**src/rtl/fifo2pattern_unpack_pkg.sv**
```systemverilog
// fifo2pattern_unpack_pkg
// Shared widths and the FSM encoding for the 256-bit FIFO read-side unpacker.
//   LANE_W         width of one output lane (ch1 / ch2)
//   BEAT_W         one output beat = two lanes
//   BEATS_PER_WORD beats carried by one FIFO word
//   WORD_W         FIFO word width
//   REQ_CNT_W      word request counter width (holds FRAME_WORDS up to 65535)
//   BEAT_CNT_W     frame beat counter width (8*65535-1 fits, never wraps)
package fifo2pattern_unpack_pkg;

  localparam int LANE_W         = 16;
  localparam int BEAT_W         = 2 * LANE_W;
  localparam int BEATS_PER_WORD = 8;
  localparam int WORD_W         = BEAT_W * BEATS_PER_WORD;
  localparam int REQ_CNT_W      = 17;
  localparam int BEAT_CNT_W     = 19;

  typedef enum logic [1:0] {
    ST_IDLE  = 2'd0,
    ST_RUN   = 2'd1,
    ST_DRAIN = 2'd2
  } state_t;

endpackage

```
**src/rtl/fifo2pattern_unpack_word_shifter.sv**
```systemverilog
// fifo2pattern_unpack_word_shifter
// Holds one 256-bit word and presents it MSB-first as eight 32-bit beats.
// Ports:
//   clk, rst    clock and asynchronous active-high reset
//   load_word   word waiting in the holding buffer
//   load_avail  holding buffer is full
//   out_ready   downstream accepts the current beat
//   load        buffer word is taken this cycle (caller clears its buffer)
//   out_valid   a beat is present (beat count non-zero)
//   beat        current beat, sh[255:224]
module fifo2pattern_unpack_word_shifter
  import fifo2pattern_unpack_pkg::*;
(
  input  logic              clk,
  input  logic              rst,
  input  logic [WORD_W-1:0] load_word,
  input  logic              load_avail,
  input  logic              out_ready,
  output logic              load,
  output logic              out_valid,
  output logic [BEAT_W-1:0] beat
);

  logic [WORD_W-1:0] sh;
  logic [3:0]        sh_cnt;

  assign out_valid = (sh_cnt != 4'd0);
  assign beat      = sh[WORD_W-1 -: BEAT_W];

  // Reloading while the final beat is being accepted keeps the stream
  // gap-free across word boundaries.
  assign load = load_avail &
                ((sh_cnt == 4'd0) | ((sh_cnt == 4'd1) & out_ready));

  always_ff @(posedge clk or posedge rst) begin
    if (rst) begin
      sh     <= '0;
      sh_cnt <= 4'd0;
    end else if (load) begin
      sh     <= load_word;
      sh_cnt <= 4'(BEATS_PER_WORD);
    end else if (out_valid && out_ready) begin
      sh     <= sh << BEAT_W;
      sh_cnt <= sh_cnt - 4'd1;
    end
  end

endmodule

```
**src/rtl/fifo2pattern_unpack.sv**
```systemverilog
// fifo2pattern_unpack
// Streams one frame of FRAME_WORDS 256-bit words out of a standard-mode FIFO
// and emits them as 32-bit beats {ch1, ch2}, beat k = word[255-32k -: 32].
// Output handshake: a beat transfers on a rising clk edge where out_valid and
// out_ready are both high; while out_valid is high and out_ready low the beat
// and out_last are held unchanged; out_valid never drops without a transfer.
// Ports:
//   clk, rst        clock, asynchronous active-high reset
//   start           frame request, honoured only in IDLE
//   busy / done     frame active / one-cycle pulse after the last beat
//   underrun        sticky: sink was ready but no data was available in RUN
//   fifo_rd_en      FIFO read strobe; fifo_dout/fifo_valid return a cycle later
//   fifo_empty      FIFO empty flag
//   out_valid/out_ready/out_ch1/out_ch2/out_last  output beat stream
//   dbg_state       current FSM state
module fifo2pattern_unpack
  import fifo2pattern_unpack_pkg::*;
#(
  parameter int FRAME_WORDS = 64,
  parameter int LANE_W      = 16
) (
  input  logic              clk,
  input  logic              rst,
  input  logic              start,
  output logic              busy,
  output logic              done,
  output logic              underrun,
  output logic              fifo_rd_en,
  input  logic [WORD_W-1:0] fifo_dout,
  input  logic              fifo_valid,
  input  logic              fifo_empty,
  output logic              out_valid,
  input  logic              out_ready,
  output logic [LANE_W-1:0] out_ch1,
  output logic [LANE_W-1:0] out_ch2,
  output logic              out_last,
  output state_t            dbg_state
);

  localparam logic [REQ_CNT_W-1:0]  REQ_LIMIT = REQ_CNT_W'(FRAME_WORDS);
  localparam logic [BEAT_CNT_W-1:0] LAST_BEAT =
    BEAT_CNT_W'(BEATS_PER_WORD * FRAME_WORDS - 1);

  state_t                  state;
  logic [REQ_CNT_W-1:0]    req_cnt;
  logic [BEAT_CNT_W-1:0]   beat_total;
  logic                    pend;
  logic                    buf_full;
  logic [WORD_W-1:0]       word_buf;
  logic                    sh_load;
  logic                    hs;
  logic [BEAT_W-1:0]       beat;

  // Only one read may be outstanding and only into an empty buffer, so the
  // FIFO never returns a word there is nowhere to put.
  assign fifo_rd_en = (state == ST_RUN) & ~fifo_empty & ~pend & ~buf_full &
                      (req_cnt < REQ_LIMIT);

  assign hs                 = out_valid & out_ready;
  assign out_last           = out_valid & (beat_total == LAST_BEAT);
  assign {out_ch1, out_ch2} = beat;
  assign busy               = (state != ST_IDLE);
  assign dbg_state          = state;

  fifo2pattern_unpack_word_shifter u_shifter (
    .clk        (clk),
    .rst        (rst),
    .load_word  (word_buf),
    .load_avail (buf_full),
    .out_ready  (out_ready),
    .load       (sh_load),
    .out_valid  (out_valid),
    .beat       (beat)
  );

  always_ff @(posedge clk or posedge rst) begin
    if (rst) begin
      state      <= ST_IDLE;
      req_cnt    <= '0;
      beat_total <= '0;
      pend       <= 1'b0;
      buf_full   <= 1'b0;
      word_buf   <= '0;
      underrun   <= 1'b0;
      done       <= 1'b0;
    end else begin
      done <= 1'b0;

      if (fifo_rd_en) begin
        pend    <= 1'b1;
        req_cnt <= req_cnt + 1'b1;
      end

      // A stray fifo_valid without a read in flight is dropped. Fill and
      // load cannot coincide: a fill needs an empty buffer, a load a full one.
      if (fifo_valid && pend) begin
        word_buf <= fifo_dout;
        buf_full <= 1'b1;
        pend     <= 1'b0;
      end else if (sh_load) begin
        buf_full <= 1'b0;
      end

      if (hs) beat_total <= beat_total + 1'b1;

      if ((state == ST_RUN) && !out_valid && !buf_full && out_ready)
        underrun <= 1'b1;

      case (state)
        ST_IDLE: begin
          if (start) begin
            state      <= ST_RUN;
            req_cnt    <= '0;
            beat_total <= '0;
            underrun   <= 1'b0;
          end
        end
        ST_RUN: begin
          if (req_cnt == REQ_LIMIT) state <= ST_DRAIN;
        end
        ST_DRAIN: begin
          if (hs && out_last) begin
            state <= ST_IDLE;
            done  <= 1'b1;
          end
        end
        default: state <= ST_IDLE;
      endcase
    end
  end

endmodule

```
**config.mk**
```make
export PLATFORM = sky130hd
export DESIGN_NAME = fifo2pattern_unpack
export DESIGN_NICKNAME = d
export VERILOG_FILES = /design/src/rtl/fifo2pattern_unpack_pkg.sv /design/src/rtl/fifo2pattern_unpack_word_shifter.sv /design/src/rtl/fifo2pattern_unpack.sv
export SDC_FILE = /design/constraint.sdc
export NUM_CORES = 1
export LEC_CHECK = 0
export BUFFER_PORTS_ARGS = -buffer_cell sky130_fd_sc_hd__buf_2
export CORE_UTILIZATION = 32
export DETAILED_ROUTE_END_ITERATION = 8
export GPL_ROUTABILITY_DRIVEN = 0
export MAX_ROUTING_LAYER = met4
export PLACE_DENSITY = 0.5
export SLEW_MARGIN = 20
export SYNTH_ARGS = -nofsm -noshare
export SYNTH_HDL_FRONTEND = slang
export SYNTH_SLANG_ARGS = --single-unit
```
**constraint.sdc**
```tcl
create_clock -name clk -period 48.1 [get_ports clk]
set_clock_uncertainty 0.2 [all_clocks]
set_input_delay 4.81 -clock clk [delete_from_list [all_inputs] [get_ports clk]]
set_output_delay 4.81 -clock clk [all_outputs]
set_load 0.005 [all_outputs]
```
==> flow_summary_export.csv <==
group,metric,value,unit
route,detail_route.vias_per_cell,4.797,
cts,cts_hold_buf,0,
power_and_ir_drop,max-vdd-ir-drop,0.02520,mV
synth,synthesis.nets,2431,
timing,final.setup.tns,0,ps
layout,final.fill_count,7151,
critical_path,timing.critical_path.cells,"buf_2, nor4_1, nand4_1, inv_1, buf_2",
layout,finish.net_count,2641,
grt,grt_first_pass_wirelength,95920,um
synth,synth_commonest_cells,"558 x sky130_fd_sc_hd__dfrtp_1, 535 x sky130_fd_sc_hd__nand2_1, 258 x sky130_fd_sc_hd__mux2_2",
cts,insertion_delay,590,ps
placed_design,place_hpwl,39330,um
timing,finalCriticalPeriod,10990,ps
route,dr.pass1.iters,5,
timing,timing.final.crit_share,22.84,%
min_path,min_path_type,"reg2reg",
synth,part_of_the_yosys_area_used_for_sequential_elements,60.45,%
synth,synth_fa_ha_area_share,0.2708,%
timing,slew_headroom,25.80,%
critical_path,critical_path_class,"in2out",
synth,register_bit_count_reported_by_yosys,558,
synth,post_synth_and_or_nand_nor_area_fraction,15.50,%
critical_path,cp_slowest_cell,"sky130_fd_sc_hd__nand4_1",
layout,final_layout_size_suffix_gt1_share,28.15,%
route,drt.antenna.violating_nets,0,
synth,synth_top_flop_cell,"sky130_fd_sc_hd__dfrtp_1",
synth,synth_enable_flop_cells,0,
layout,final_core_utilization,38.22,%
timing,worstMarginPinSlew,1113,ps
timing,final_hold_viol_count,0,
cts,max-clock-path-buffers,3,
grt,global_route.usage.total,17.17,%
cts,htree_num_levels,3,
cts,clock_input_transition_at_the_sequential_cells_of_the_worst_setup_and_hold_paths,60,ps
synth,combinational_family_with_the_most_area_after_synthesis,"simple AND/OR/NAND/NOR gates",
synth,synthXorXnorAreaFrac,0.3792,%
grt,antenna_found_initial,13,
critical_path,cpLargestDelayFamily,"simple AND/OR/NAND/NOR gates",
timing,unrepaired_setup_endpoints_after_global_routing,"false",
layout,area_growth_syn_to_layout,18.28,%
synth,synth.yosys.warnings,0,
critical_path,worstPathBufferInverterCount,3,
die,core,71490,um^2
cts,cts_resized,0,
die,floorplan.die.width,270.7,um
grt,number_of_global_route_vias_before_repair,16464,
route,detailed_route_wire_length,61020,um
cts,cts_sinks,558,
route,post-route-drc-count,0,
cts,cts_root_buf,"sky130_fd_sc_hd__clkbuf_16",
timing,max_freq,91.03,MHz
die,ios,302,
grt,grt_ovf,0,
critical_path,worst-path-max-fanout,8,
critical_path,critical-path-max-stage-delay,330,ps
route,drtIter0Drc,1183,
critical_path,worstPathArrival,5980,ps
die,floorplan.die_area,73270,um^2
critical_path,timing.critical_path.from_type,"input port",
timing,timing.final.setup_violations,0,
route,route.detailed.wl_per_inst,18.03,um
critical_path,timing.critical_path.mode_cell,"sky130_fd_sc_hd__buf_2",
cts,tritoncts,"done",
synth,yosys-top-cells-area,"sky130_fd_sc_hd__dfrtp_1 60%, sky130_fd_sc_hd__mux2_2 13%, sky130_fd_sc_hd__nand2_1 8.7%",
synth,synth.cell_area,23100,um^2
critical_path,endpoint_kind,"primary output",
synth,yosysUniqueCellTypes,45,
power_and_ir_drop,power.leakage,13.46,nW
placed_design,place.port_buffers,301,
route,detailroute.via_count,16233,
synth,netlist.area_leader.share,60.45,%
synth,most_frequently_used_cell_type_in_the_post_synthesis_netlist,"sky130_fd_sc_hd__dfrtp_1",
job,max_cap_viol_count,0,
synth,synthArstFlopShare,100.0,%
cts,post-cts-setup-buffers,0,
outcome,run_status,"finished clean",
synth,multiplexer_share_of_the_synthesized_area,12.62,%
cts,cts_buffers,66,
power_and_ir_drop,powerDensity,47.54,nW/um^2
die,initial_core_util,32.31,%
die,fp-row-count,98,
synth,number_of_standard_cells_after_synthesis,2164,
synth,compound_gate_fraction_of_synth_area,6.895,%
synth,yosys.area.top_type,"sky130_fd_sc_hd__dfrtp_1",
die,vertical_die_dimension,270.7,um
critical_path,worst_ep_required_time,43090,ps
timing,final-max-slew-violation-count,0,
synth,postSynthAreaPerCell,10.67,um^2
grt,maximum_number_of_pins_on_one_net_before_global_route_repair,256,
area by class of cell:
cell class | count | area, um^2 | area share [%]
antenna | 11 | 27.53 | 0.1008
clock inverter | 13 | 136.4 | 0.4992
multi-input combinational | 1416 | 8269 | 30.27
sequential | 558 | 13960 | 51.11
inverter | 14 | 60.06 | 0.2198
tap | 950 | 1189 | 4.351
clock buffer | 104 | 1977 | 7.236
timing repair buffer | 318 | 1699 | 6.219
metal layers:
layer  track usage, %  share of wire (%)  vias up
li1                 -                  -     7774
met1            23.19                 47     8043
met2            26.11                 47      326
met3            3.204                4.3       90
met4            5.293                2.2        0
met5                -                  0        -
worst min-delay path: stages (launching register included):
cell and delay, ps:
sky130_fd_sc_hd__dfrtp_1 340, sky130_fd_sc_hd__nand2_1 50, sky130_fd_sc_hd__nand2_1 50
logic make-up after synthesis:
kind of cell,count (synthesis)
muxes,259
and+or+nand+nor,884
adders and majority gates,5
DFF,558
buffers and inverters,190
AOI/OAI and AO/OA,258
xor gates and xnor gates,10
through the flow:
stage / worst slack (ps) / cells / power, mW / hold slack, ps / area [um^2]
3_3_place_gp: 37260 / 3255 / 0.8156 / 244.2 / 25150
5_1_grt: 37010 / 3384 / 1.373 / 289.0 / 27320
6_report: 37110 / 3384 / 1.299 / 260.3 / 27320
3_5_place_dp: 37170 / 3255 / 0.8233 / 251.5 / 25150
4_1_cts: 37160 / 3372 / 1.322 / 265.4 / 27260
2_1_floorplan: 27490 / 2164 / 0.7564 / 233.1 / 23100
layout by cell type (no fill, tap or decap), types with 8 or more instances in the layout:
| cell type | n |
|---|---|
| sky130_fd_sc_hd__nor4_1 | 10 |
| sky130_fd_sc_hd__inv_1 | 12 |
| sky130_fd_sc_hd__buf_4 | 11 |
| sky130_fd_sc_hd__a31oi_1 | 224 |
| sky130_fd_sc_hd__dfrtp_1 | 558 |
| sky130_fd_sc_hd__a21oi_1 | 17 |
| sky130_fd_sc_hd__nor2_1 | 242 |
| sky130_fd_sc_hd__and2_1 | 12 |
| sky130_fd_sc_hd__nand2_1 | 533 |
| sky130_fd_sc_hd__mux2_2 | 258 |
| sky130_fd_sc_hd__nand4_1 | 10 |
| sky130_fd_sc_hd__clkbuf_8 | 14 |
| sky130_fd_sc_hd__clkbuf_1 | 22 |
| sky130_fd_sc_hd__nand3_1 | 40 |
| sky130_fd_sc_hd__diode_2 | 11 |
| sky130_fd_sc_hd__buf_2 | 301 |
| sky130_fd_sc_hd__o21ai_0 | 10 |
| sky130_fd_sc_hd__clkbuf_16 | 68 |
| sky130_fd_sc_hd__xnor2_1 | 8 |
power breakdown:
group / switching, mW / internal (mW)
logic: 0.111 / 0.0791
clock network: 0.199 / 0.289
registers: 0.0600 / 0.560
registers in the layout (all words and copies together), names as in the netlist:
register	flops
underrun	1
word_buf	256
beat_total	19
dbg_state	2
pend	1
u_shifter.sh	256
req_cnt	17
buf_full	1
done	1
u_shifter.sh_cnt	4
worst paths after layout:
kind | from | endpoint | slack [ps] | cells after the start
setup reg to reg | u_shifter.sh_cnt[0]$_DFFE_PP0P_ | u_shifter.sh[137]$_DFFE_PP0P_ | 43570 | 9
min in group asynchronous | rst | word_buf[7]$_DFFE_PP0P_ | 4130 | 2
max in group asynchronous | rst | u_shifter.sh[206]$_DFFE_PP0P_ | 41240 | 4
setup / recovery | fifo_empty | fifo_rd_en | 37110 | 5
hold / removal | word_buf[12]$_DFFE_PP0P_ | u_shifter.sh[12]$_DFFE_PP0P_ | 260 | 2
hold reg to reg | word_buf[12]$_DFFE_PP0P_ | u_shifter.sh[12]$_DFFE_PP0P_ | 260 | 2
No activity file was read; power rests on OpenSTA's default activity.
